`config.mk`:
```
export PLATFORM = sky130hd
export DESIGN_NAME = g2x_ctrl_p_flat
export DESIGN_NICKNAME = d
export VERILOG_FILES = /design/src/rtl/g2x_ctrl_p_if.sv /design/src/rtl/g2x_ctrl_p.sv /design/src/flat_wrapper.sv
export SDC_FILE = /design/constraint.sdc
export NUM_CORES = 1
export LEC_CHECK = 0
export CORE_MARGIN = 1.5
export CORE_UTILIZATION = 30
export DETAILED_ROUTE_END_ITERATION = 8
export DONT_BUFFER_PORTS = 1
export PLACE_DENSITY_LB_ADDON = 0.15
export SLEW_MARGIN = 15
export SYNTH_ARGS = -nofsm -noshare
export SYNTH_HDL_FRONTEND = slang
export SYNTH_SLANG_ARGS = --single-unit
```
`constraint.sdc`:
```
create_clock -name clk -period 6.2 [get_ports clk]
set_input_delay 0.31 -clock clk [delete_from_list [all_inputs] [get_ports clk]]
set_output_delay 0.31 -clock clk [all_outputs]
set_load 0.01 [all_outputs]
```
`src/rtl/g2x_ctrl_p_if.sv`:
```
// FIFO-read and XGMII-style output bus between the drain controller (master)
// and the byte-count/data FIFOs plus the downstream sink (slave).
interface g2x_ctrl_p_if #(
  parameter int DW     = 64,
  parameter int BCNT_W = 16
);
  localparam int CW = DW / 8;

  logic              bcnt_empty;
  logic [BCNT_W-1:0] bcnt_in;
  logic              bcnt_re;
  logic              data_empty;
  logic [DW-1:0]     data_in;
  logic [CW-1:0]     ctrl_in;
  logic              data_re;
  logic [DW-1:0]     data_out;
  logic [CW-1:0]     ctrl_out;
  logic              out_vld;

  modport master (
    input  bcnt_empty, bcnt_in, data_empty, data_in, ctrl_in,
    output bcnt_re, data_re, data_out, ctrl_out, out_vld
  );

  modport slave (
    output bcnt_empty, bcnt_in, data_empty, data_in, ctrl_in,
    input  bcnt_re, data_re, data_out, ctrl_out, out_vld
  );
endinterface

```
`src/rtl/g2x_ctrl_p.sv`:
```
// Receive-path drain controller: pops one byte count per packet, reads the
// matching number of words from the data FIFO and drives them onto an XGMII-style bus.
module g2x_ctrl_p #(
  parameter int          DW        = 64,
  parameter int          BCNT_W    = 16,
  parameter int          RD_LAT    = 2,
  parameter int          MIN_IPG   = 2,
  parameter int          MAX_WORDS = 1200,
  parameter logic [7:0]  IDLE_BYTE = 8'h07
) (
  input  logic        clk,
  input  logic        reset_,
  input  logic        en,
  g2x_ctrl_p_if.master bus,
  output logic        busy,
  output logic        err_zero,
  output logic        err_over,
  output logic [31:0] pkt_cnt,
  output logic [31:0] drop_cnt
);

  localparam int BPW = DW / 8;
  localparam int WW  = BCNT_W + 1;
  localparam int IW  = (MIN_IPG < 2) ? 1 : $clog2(MIN_IPG + 1);

  typedef enum logic [4:0] {
    IDLE     = 5'b00001,
    RD_BCNT  = 5'b00010,
    BCNT_BUF = 5'b00100,
    RD_DATA  = 5'b01000,
    IPG      = 5'b10000
  } state_t;

  state_t            state;
  logic [WW-1:0]     words_left;
  logic [IW-1:0]     ipg_cnt;
  logic              discard;
  logic              data_re_i;
  logic [RD_LAT-1:0] vld_pipe;

  logic              sof;
  logic [BCNT_W-2:0] len;
  logic [WW-1:0]     tot_bytes;
  logic [WW-1:0]     words;

  // A sof4 packet carries a 4-byte prefix that occupies data-FIFO space too.
  always_comb begin
    sof       = bus.bcnt_in[BCNT_W-1];
    len       = bus.bcnt_in[BCNT_W-2:0];
    tot_bytes = WW'(len) + (sof ? WW'(4) : WW'(0));
    words     = (tot_bytes + WW'(BPW - 1)) / WW'(BPW);
  end

  assign data_re_i   = (state == RD_DATA) && (words_left != '0) && !bus.data_empty;
  assign bus.data_re = data_re_i;
  assign busy        = (state != IDLE);

  always_ff @(posedge clk or negedge reset_) begin
    if (!reset_) begin
      state       <= IDLE;
      bus.bcnt_re <= 1'b0;
      words_left  <= '0;
      ipg_cnt     <= '0;
      discard     <= 1'b0;
      err_zero    <= 1'b0;
      err_over    <= 1'b0;
      pkt_cnt     <= '0;
      drop_cnt    <= '0;
    end else begin
      err_zero <= 1'b0;
      err_over <= 1'b0;
      unique case (state)
        IDLE: begin
          if (en && !bus.bcnt_empty && (ipg_cnt == '0)) begin
            bus.bcnt_re <= 1'b1;
            state       <= RD_BCNT;
          end
        end
        RD_BCNT: begin
          bus.bcnt_re <= 1'b0;
          state       <= BCNT_BUF;
        end
        BCNT_BUF: begin
          if (len == '0) begin
            err_zero   <= 1'b1;
            drop_cnt   <= drop_cnt + 32'd1;
            words_left <= '0;
            ipg_cnt    <= IW'(MIN_IPG);
            state      <= IPG;
          end else if (words > WW'(MAX_WORDS)) begin
            // Oversize packets are still drained so the data FIFO stays aligned.
            err_over   <= 1'b1;
            drop_cnt   <= drop_cnt + 32'd1;
            discard    <= 1'b1;
            words_left <= words;
            state      <= RD_DATA;
          end else begin
            pkt_cnt    <= pkt_cnt + 32'd1;
            discard    <= 1'b0;
            words_left <= words;
            state      <= RD_DATA;
          end
        end
        RD_DATA: begin
          if (words_left == '0) begin
            ipg_cnt <= IW'(MIN_IPG);
            state   <= IPG;
          end else if (data_re_i) begin
            words_left <= words_left - WW'(1);
          end
        end
        IPG: begin
          if (ipg_cnt != '0) ipg_cnt <= ipg_cnt - IW'(1);
          if (ipg_cnt <= IW'(1)) state <= IDLE;
        end
        default: begin
          bus.bcnt_re <= 1'b0;
          state       <= IDLE;
        end
      endcase
    end
  end

  // Read-valid line tracks the FIFO read latency; the output register adds one more cycle.
  always_ff @(posedge clk or negedge reset_) begin
    if (!reset_) begin
      vld_pipe     <= '0;
      bus.data_out <= {BPW{IDLE_BYTE}};
      bus.ctrl_out <= '1;
      bus.out_vld  <= 1'b0;
    end else begin
      vld_pipe[0] <= data_re_i && !discard;
      for (int i = 1; i < RD_LAT; i++) vld_pipe[i] <= vld_pipe[i-1];
      if (vld_pipe[RD_LAT-1]) begin
        bus.data_out <= bus.data_in;
        bus.ctrl_out <= bus.ctrl_in;
        bus.out_vld  <= 1'b1;
      end else begin
        bus.data_out <= {BPW{IDLE_BYTE}};
        bus.ctrl_out <= '1;
        bus.out_vld  <= 1'b0;
      end
    end
  end

endmodule

```
`src/flat_wrapper.sv`:
```
// flat-port wrapper written by rule: the top's interface ports become plain ports
module g2x_ctrl_p_flat 
#(
  parameter int          DW        = 64,
  parameter int          BCNT_W    = 16,
  parameter int          RD_LAT    = 2,
  parameter int          MIN_IPG   = 2,
  parameter int          MAX_WORDS = 1200,
  parameter logic [7:0]  IDLE_BYTE = 8'h07
)
  (clk, reset_, en, busy, err_zero, err_over, pkt_cnt, drop_cnt, bus_bcnt_empty, bus_bcnt_in, bus_data_empty, bus_data_in, bus_ctrl_in, bus_bcnt_re, bus_data_re, bus_data_out, bus_ctrl_out, bus_out_vld);
  g2x_ctrl_p_if #(.DW(DW), .BCNT_W(BCNT_W)) bus_i ();
  input  logic clk;
  input  logic reset_;
  input  logic en;
  output logic busy;
  output logic err_zero;
  output logic err_over;
  output logic [31:0] pkt_cnt;
  output logic [31:0] drop_cnt;
  input wire logic [$bits(bus_i.bcnt_empty)-1:0] bus_bcnt_empty;
  input wire logic [$bits(bus_i.bcnt_in)-1:0] bus_bcnt_in;
  input wire logic [$bits(bus_i.data_empty)-1:0] bus_data_empty;
  input wire logic [$bits(bus_i.data_in)-1:0] bus_data_in;
  input wire logic [$bits(bus_i.ctrl_in)-1:0] bus_ctrl_in;
  output wire logic [$bits(bus_i.bcnt_re)-1:0] bus_bcnt_re;
  output wire logic [$bits(bus_i.data_re)-1:0] bus_data_re;
  output wire logic [$bits(bus_i.data_out)-1:0] bus_data_out;
  output wire logic [$bits(bus_i.ctrl_out)-1:0] bus_ctrl_out;
  output wire logic [$bits(bus_i.out_vld)-1:0] bus_out_vld;
  assign bus_i.bcnt_empty = bus_bcnt_empty;
  assign bus_i.bcnt_in = bus_bcnt_in;
  assign bus_i.data_empty = bus_data_empty;
  assign bus_i.data_in = bus_data_in;
  assign bus_i.ctrl_in = bus_ctrl_in;
  assign bus_bcnt_re = bus_i.bcnt_re;
  assign bus_data_re = bus_i.data_re;
  assign bus_data_out = bus_i.data_out;
  assign bus_ctrl_out = bus_i.ctrl_out;
  assign bus_out_vld = bus_i.out_vld;
  g2x_ctrl_p #(.DW(DW), .BCNT_W(BCNT_W), .RD_LAT(RD_LAT), .MIN_IPG(MIN_IPG), .MAX_WORDS(MAX_WORDS), .IDLE_BYTE(IDLE_BYTE)) u_core (.clk(clk), .reset_(reset_), .en(en), .bus(bus_i), .busy(busy), .err_zero(err_zero), .err_over(err_over), .pkt_cnt(pkt_cnt), .drop_cnt(drop_cnt));
endmodule
```
# --- After elaboration in Yosys (flattened, before gate mapping) ---
# Cells that the tools add are included.
totals:
  reg_bits: 167
  input_bits: 93
  output_inout_bits: 142
  elab_cells: 87
op_classes:
  n_addsub: 6
  magnitude_cmp: 2
  n_eq_ne: 13
  n_mux: 26
  bitwise: 3
  reduce_logical: 24
op_table:
  columns: ["op", "n"]
  rows:
  - ["adder 32 x 1 -> 32 bit, second input constant", 2]
  - ["two-way mux 32 bit", 2]
  - ["two-way mux 64 bit", 1]
  - ["two-way mux 17 bit", 2]
  - ["one-hot mux 17 bit (2 select lines)", 1]
  - ["one-hot mux 5 bit (5 select lines)", 1]
  - ["two-way mux 5 bit", 4]
  - ["adder 15 x 17 -> 17 bit", 1]
  - ["adder 17 x 3 -> 17 bit, second input constant", 1]
  - ["logical NOT 17 bit", 1]
  - ["nonzero test 17 bit", 1]
  - ["subtractor 17 x 1 -> 17 bit, second input constant", 1]
  - ["logical NOT 15 bit", 1]
  - ["> comparator 14 x 11 -> 1 bit, second input constant", 1]
  - ["two-way mux 14 bit", 1]
  - ["!= test 2 x 1 -> 1 bit, second input constant", 5]
  - ["AND reduction 3 bit", 3]
  - ["two-way mux 8 bit", 1]
  - ["two-way mux 1 bit", 7]
  - ["two-way mux 2 bit", 3]
  - ["one-hot mux 2 bit (3 select lines)", 1]
  - ["AND reduction 2 bit", 3]
  - ["nonzero test 2 bit", 3]
  - ["== test 5 x 1 -> 1 bit, second input constant", 1]
  - ["other kinds (17)", 26]

# --- Longest topological paths before layout ---
depth:
  word_depth: 7
  depth_mapped: 11
  ltp_nobuf: 10

# --- Least setup slack after synthesis ---
# OpenSTA, ideal clock, no wires.
synth_timing:
  path_type: "input to register"
  from: "in bus_bcnt_in[2]"
  to: "reg u_core.pkt_cnt[24]"
  setup_time_ns: 0.079
  arrival_ns: 2.784
  required_ns: 6.121
  setup_slack_ns: 3.337
  cell_stages: 11
  path_buffers: 1
  path_cell_list: "inv_1 > ha_1 > inv_1 > ha_1 > or4_1 > a2111o_1 > and4_4 > a221o_2 > buf_6 > nor4_2 > xor2_1"
synth_via:
  elab_chain_len: 5
  word_cells_on_any_way: 7
  classes_between: "add/sub (2); order compare (1); bitwise (2); reduce/logical (2)"
synth_lines:
  columns: ["element", "line_no", "rtl"]
  rows:
  - ["from (decl)", "flat_wrapper.sv:22", "input wire logic [$bits(bus_i.bcnt_in)-1:0] bus_bcnt_in;"]
  - ["adder 15 x 17 -> 17 bit", "g2x_ctrl_p.sv:50", "tot_bytes = WW'(len) + (sof ? WW'(4) : WW'(0));"]
  - ["adder 17 x 3 -> 17 bit", "g2x_ctrl_p.sv:51", "words = (tot_bytes + WW'(BPW - 1)) / WW'(BPW);"]
  - ["> comparator 14 x 11 -> 1 bit", "g2x_ctrl_p.sv:90", "end else if (words > WW'(MAX_WORDS)) begin"]
  - ["NOT 1 bit (no source line)", null, null]
  - ["AND reduction 3 bit (no source line) *", null, null]
  - ["to (signal assigned)", "g2x_ctrl_p.sv:98", "pkt_cnt <= pkt_cnt + 32'd1;"]
  - ["to (decl)", "g2x_ctrl_p.sv:18", "output logic [31:0] pkt_cnt,"]
# Every way passes the cells marked *; elsewhere a longest branch is shown, timed or not.
# A chain may end at the register's enable or synchronous reset.

# --- Worst setup path after layout ---
layout_timing:
  from: "reg u_core.words_left[0]"
  to: "reg u_core.words_left[5]"
layout_via:
  elab_chain_len: 5
  word_cells_on_any_way: 11
  classes_between: "add/sub (1); eq/ne (2); mux (3); reduce/logical (5)"
layout_lines:
  columns: ["element", "line_no", "rtl"]
  rows:
  - ["from (decl)", "g2x_ctrl_p.sv:35", "logic [WW-1:0] words_left;"]
  - ["from (signal assigned)", "g2x_ctrl_p.sv:95", "words_left <= words;"]
  - ["from (signal assigned)", "g2x_ctrl_p.sv:100", "words_left <= words;"]
  - ["from (signal assigned)", "g2x_ctrl_p.sv:109", "words_left <= words_left - WW'(1);"]
  - ["branches (longest 5 deep; another with subtractor 17 x 1 -> 17 bit)", null, null]
# Several ways; the timed one is not identified. The select of a mux whose other input is x is not followed.

==> results.toml <==
[power]
ir_worst_vdd_mv = 0.151
total_power_mw = 2.27
p_leak_nw = 3.69
powerDensity_nw_per_um2 = 260

[detailed_routing]
antenna_left = 0
via_per_inst = 5.05
drtIter0Drc = 325
routed_wl_um = 19100
drtPass1Iterations = 4
via_count = 5265
post_drt_wl_per_cell_um = 18.3
drc = 0

[setup_path]
crit_buf_inv = 1
crit_path_end_kind = "flop"
cp.required_ps = 6460
reg2reg_depth = 8
crit_top_cell = "a21oi_1"
cp_data_arrival_time_ps = 3740
path_max_fanout = 17
crit_path_top_delay_cell = "o311ai_1"
crit_path_cell_trace = "inv_1 -> ha_1 -> nor3b_1 -> nand3_1 -> o311ai_1 -> nand2_1 -> a21oi_1 -> a21oi_1"
r2r_slack_ps = 2720
start_kind = "flop"
crit_path_max_incr_delay_ps = 900
crit_type = "reg -> reg"
crit_cells = 8
crit_family = "simple AND/OR/NAND/NOR gates"

[sta]
finalCritPeriodShare_pct = 56.1
slew_headroom_pct = 35.0
postLayoutSetupSlackWorst_ps = 2720
tightest_slew_ps = 975
setup_violations = 0
max_freq_mhz = 288
grt_setup_unrepaired = "false"
finalSetupTns_ps = 0
final_hold_viol_count = 0
slew_viol_final = 0
finClkSkew_ps = 13.4
fin_crit_ps = 3480

[floorplanning]
fp.dieArea_sq_um = 26100
die_h_um = 162
io_pins = 235
fp.dieW_um = 162
initial_utilization_pct = 30.8
coreArea_sq_um = 24500
core.rowCount = 57

[synthesis]
yosys_warnings = 0
synth_cells = 688
yosysUniqueCellTypes = 61
synth_edf_count = 0
seq_area_frac_synth_pct = 55.9
ys.flop_type = "dfrtp_1"
yosysTopAreaCellShare_pct = 44.4
syn_nets = 789
synth_most_common_cell = "dfrtp_1"
synth.largest_area_cell = "dfrtp_1"
ys_ff_latch = 167
synth_area_sq_um = 7540
synth.top_cells.by_area = "dfrtp_1, dfstp_2, xor2_1, and2_1, nand2b_1"
synthArstFlopShare_pct = 100
syn_area_per_cell_sq_um = 11.0
ys_top_cells_by_count = "dfrtp_1, xor2_1, nand2_1"

[global_routing]
grtUsageMet3_pct = 4.65
grt_use_met2_pct = 24.0
first_global_vias = 5456
overflow = 0
grt_use_met1_pct = 18.8
track_usage_pct = 14.8
antenna_found_initial = 2
grt_pass1_wl_um = 30200
top_usage_layer = "met2"
grt_start_max_net_pins = 168

[clock_tree]
cts-root-buf = "clkbuf_16"
cts_buffers = 17
cts_tree = "built"
clk_latency_ps = 420
clk_pin_slew_ps = 70
clock_path_buffers = 2
htree_num_levels = 4
cts.sinks = 167
post-cts-setup-buffers = 0

[place]
place_inst = 980
gp_congestion = 0.800
port_buffers = 0
hpwl_um = 13300
pre_cts_slack_ps = 2770

[worst_hold_path]
whs_path_depth = 1
hp-class = "in -> reg"

[finish]
final_cells = 1042
syn_to_final_growth_pct = 15.6
nets = 805
layout-drive-gt1-share_pct = 13.9
final_core_util_pct = 35.6

[status]
outcome = "finished clean"

[job]
cap_violations = 0
==> per-stage QoR <==
stage | instance area (sq um) | hold slack [ps]
after CTS | 8700 | 0.0691
after global routing | 8720 | 0.185
after detailed placement | 7830 | 19.8
final | 8720 | 19.9
after global placement | 7830 | 19.4
after floorplan | 7540 | 14.4
==> power breakdown <==
part / internal (mW) / switching [mW] / total, mW
registers: 1.11 / 0.0325 / 1.14
clock network: 0.566 / 0.464 / 1.03
logic: 0.0415 / 0.0570 / 0.0986
total: 1.71 / 0.553 / 2.27
==> final timing paths <==
kind / from / endpoint
hold reg to reg: u_core.vld_pipe[0]$_DFF_PN0_ / u_core.vld_pipe[1]$_DFF_PN0_
setup reg to reg: u_core.words_left[0]$_DFFE_PN0P_ / u_core.words_left[5]$_DFFE_PN0P_
setup / recovery: u_core.words_left[0]$_DFFE_PN0P_ / u_core.words_left[5]$_DFFE_PN0P_
min in group asynchronous: reset_ / u_core.drop_cnt[23]$_DFFE_PN0P_
hold / removal: bus_ctrl_in[4] / u_core.bus.ctrl_out[4]$_DFF_PN1_
max in group asynchronous: reset_ / u_core.pkt_cnt[29]$_DFFE_PN0P_
==> flip-flops by register name, indices dropped and copies added (netlist names) <==
signal               flops
u_core.bus.bcnt_re       1
u_core.bus.ctrl_out      8
u_core.bus.data_out     64
u_core.bus.out_vld       1
u_core.discard           1
u_core.drop_cnt         32
u_core.err_over          1
u_core.err_zero          1
u_core.ipg_cnt           2
u_core.pkt_cnt          32
u_core.state             5
u_core.vld_pipe          2
u_core.words_left       17
==> kinds of logic (layout without fill, tap and decap cells) <==
family	Yosys count	after routing	synth area share [%]
other	0	1	0
AND/OR/NAND/NOR	312	312	24.6
AO/OA/AOI/OAI	70	70	6.12
buffers and inverters	54	83	3.05
adder cells (fa/ha/maj)	8	8	1.33
flip-flops	167	167	55.9
XOR/XNOR	75	75	8.71
multiplexers	2	2	0.298
==> cell type report <==
| class | count | area [sq um] |
|---|---|---|
| fill | 2451 | 15800 |
| sequential | 167 | 4220 |
| multi-input combinational | 467 | 3120 |
| clock buffer | 19 | 433 |
| tap | 324 | 405 |
| timing repair buffer | 32 | 330 |
| clock inverter | 13 | 140 |
| inverter | 19 | 71.3 |
| antenna | 1 | 2.50 |
==> cell usage in the layout, fill, tap and decap left out, types with 20 or more instances in the layout <==
master	Yosys	layout
dfrtp_1	134	133
xor2_1	58	58
nand2_1	42	42
and2_1	41	41
nor3_1	35	35
dfstp_2	33	33
nand2b_1	32	32
nand3_1	31	31
dlygate4sd3_1	0	28
nor2_1	27	27
nand4_1	22	22
a21oi_1	21	21
and3_1	20	20
==> per-layer routing <==
metal	vias up	part of all wire, %
li1	2430	-
met1	2588	43
met2	231	47
met3	16	8.4
met4	0	1.2
met5	-	0
==> what timing repair did <==
action                    4_1_cts  5_1_grt
resized for setup               0        0
hold endpoints to repair      193        1
hold buffers                   28        1
No activity file was read; power rests on OpenSTA's default activity.
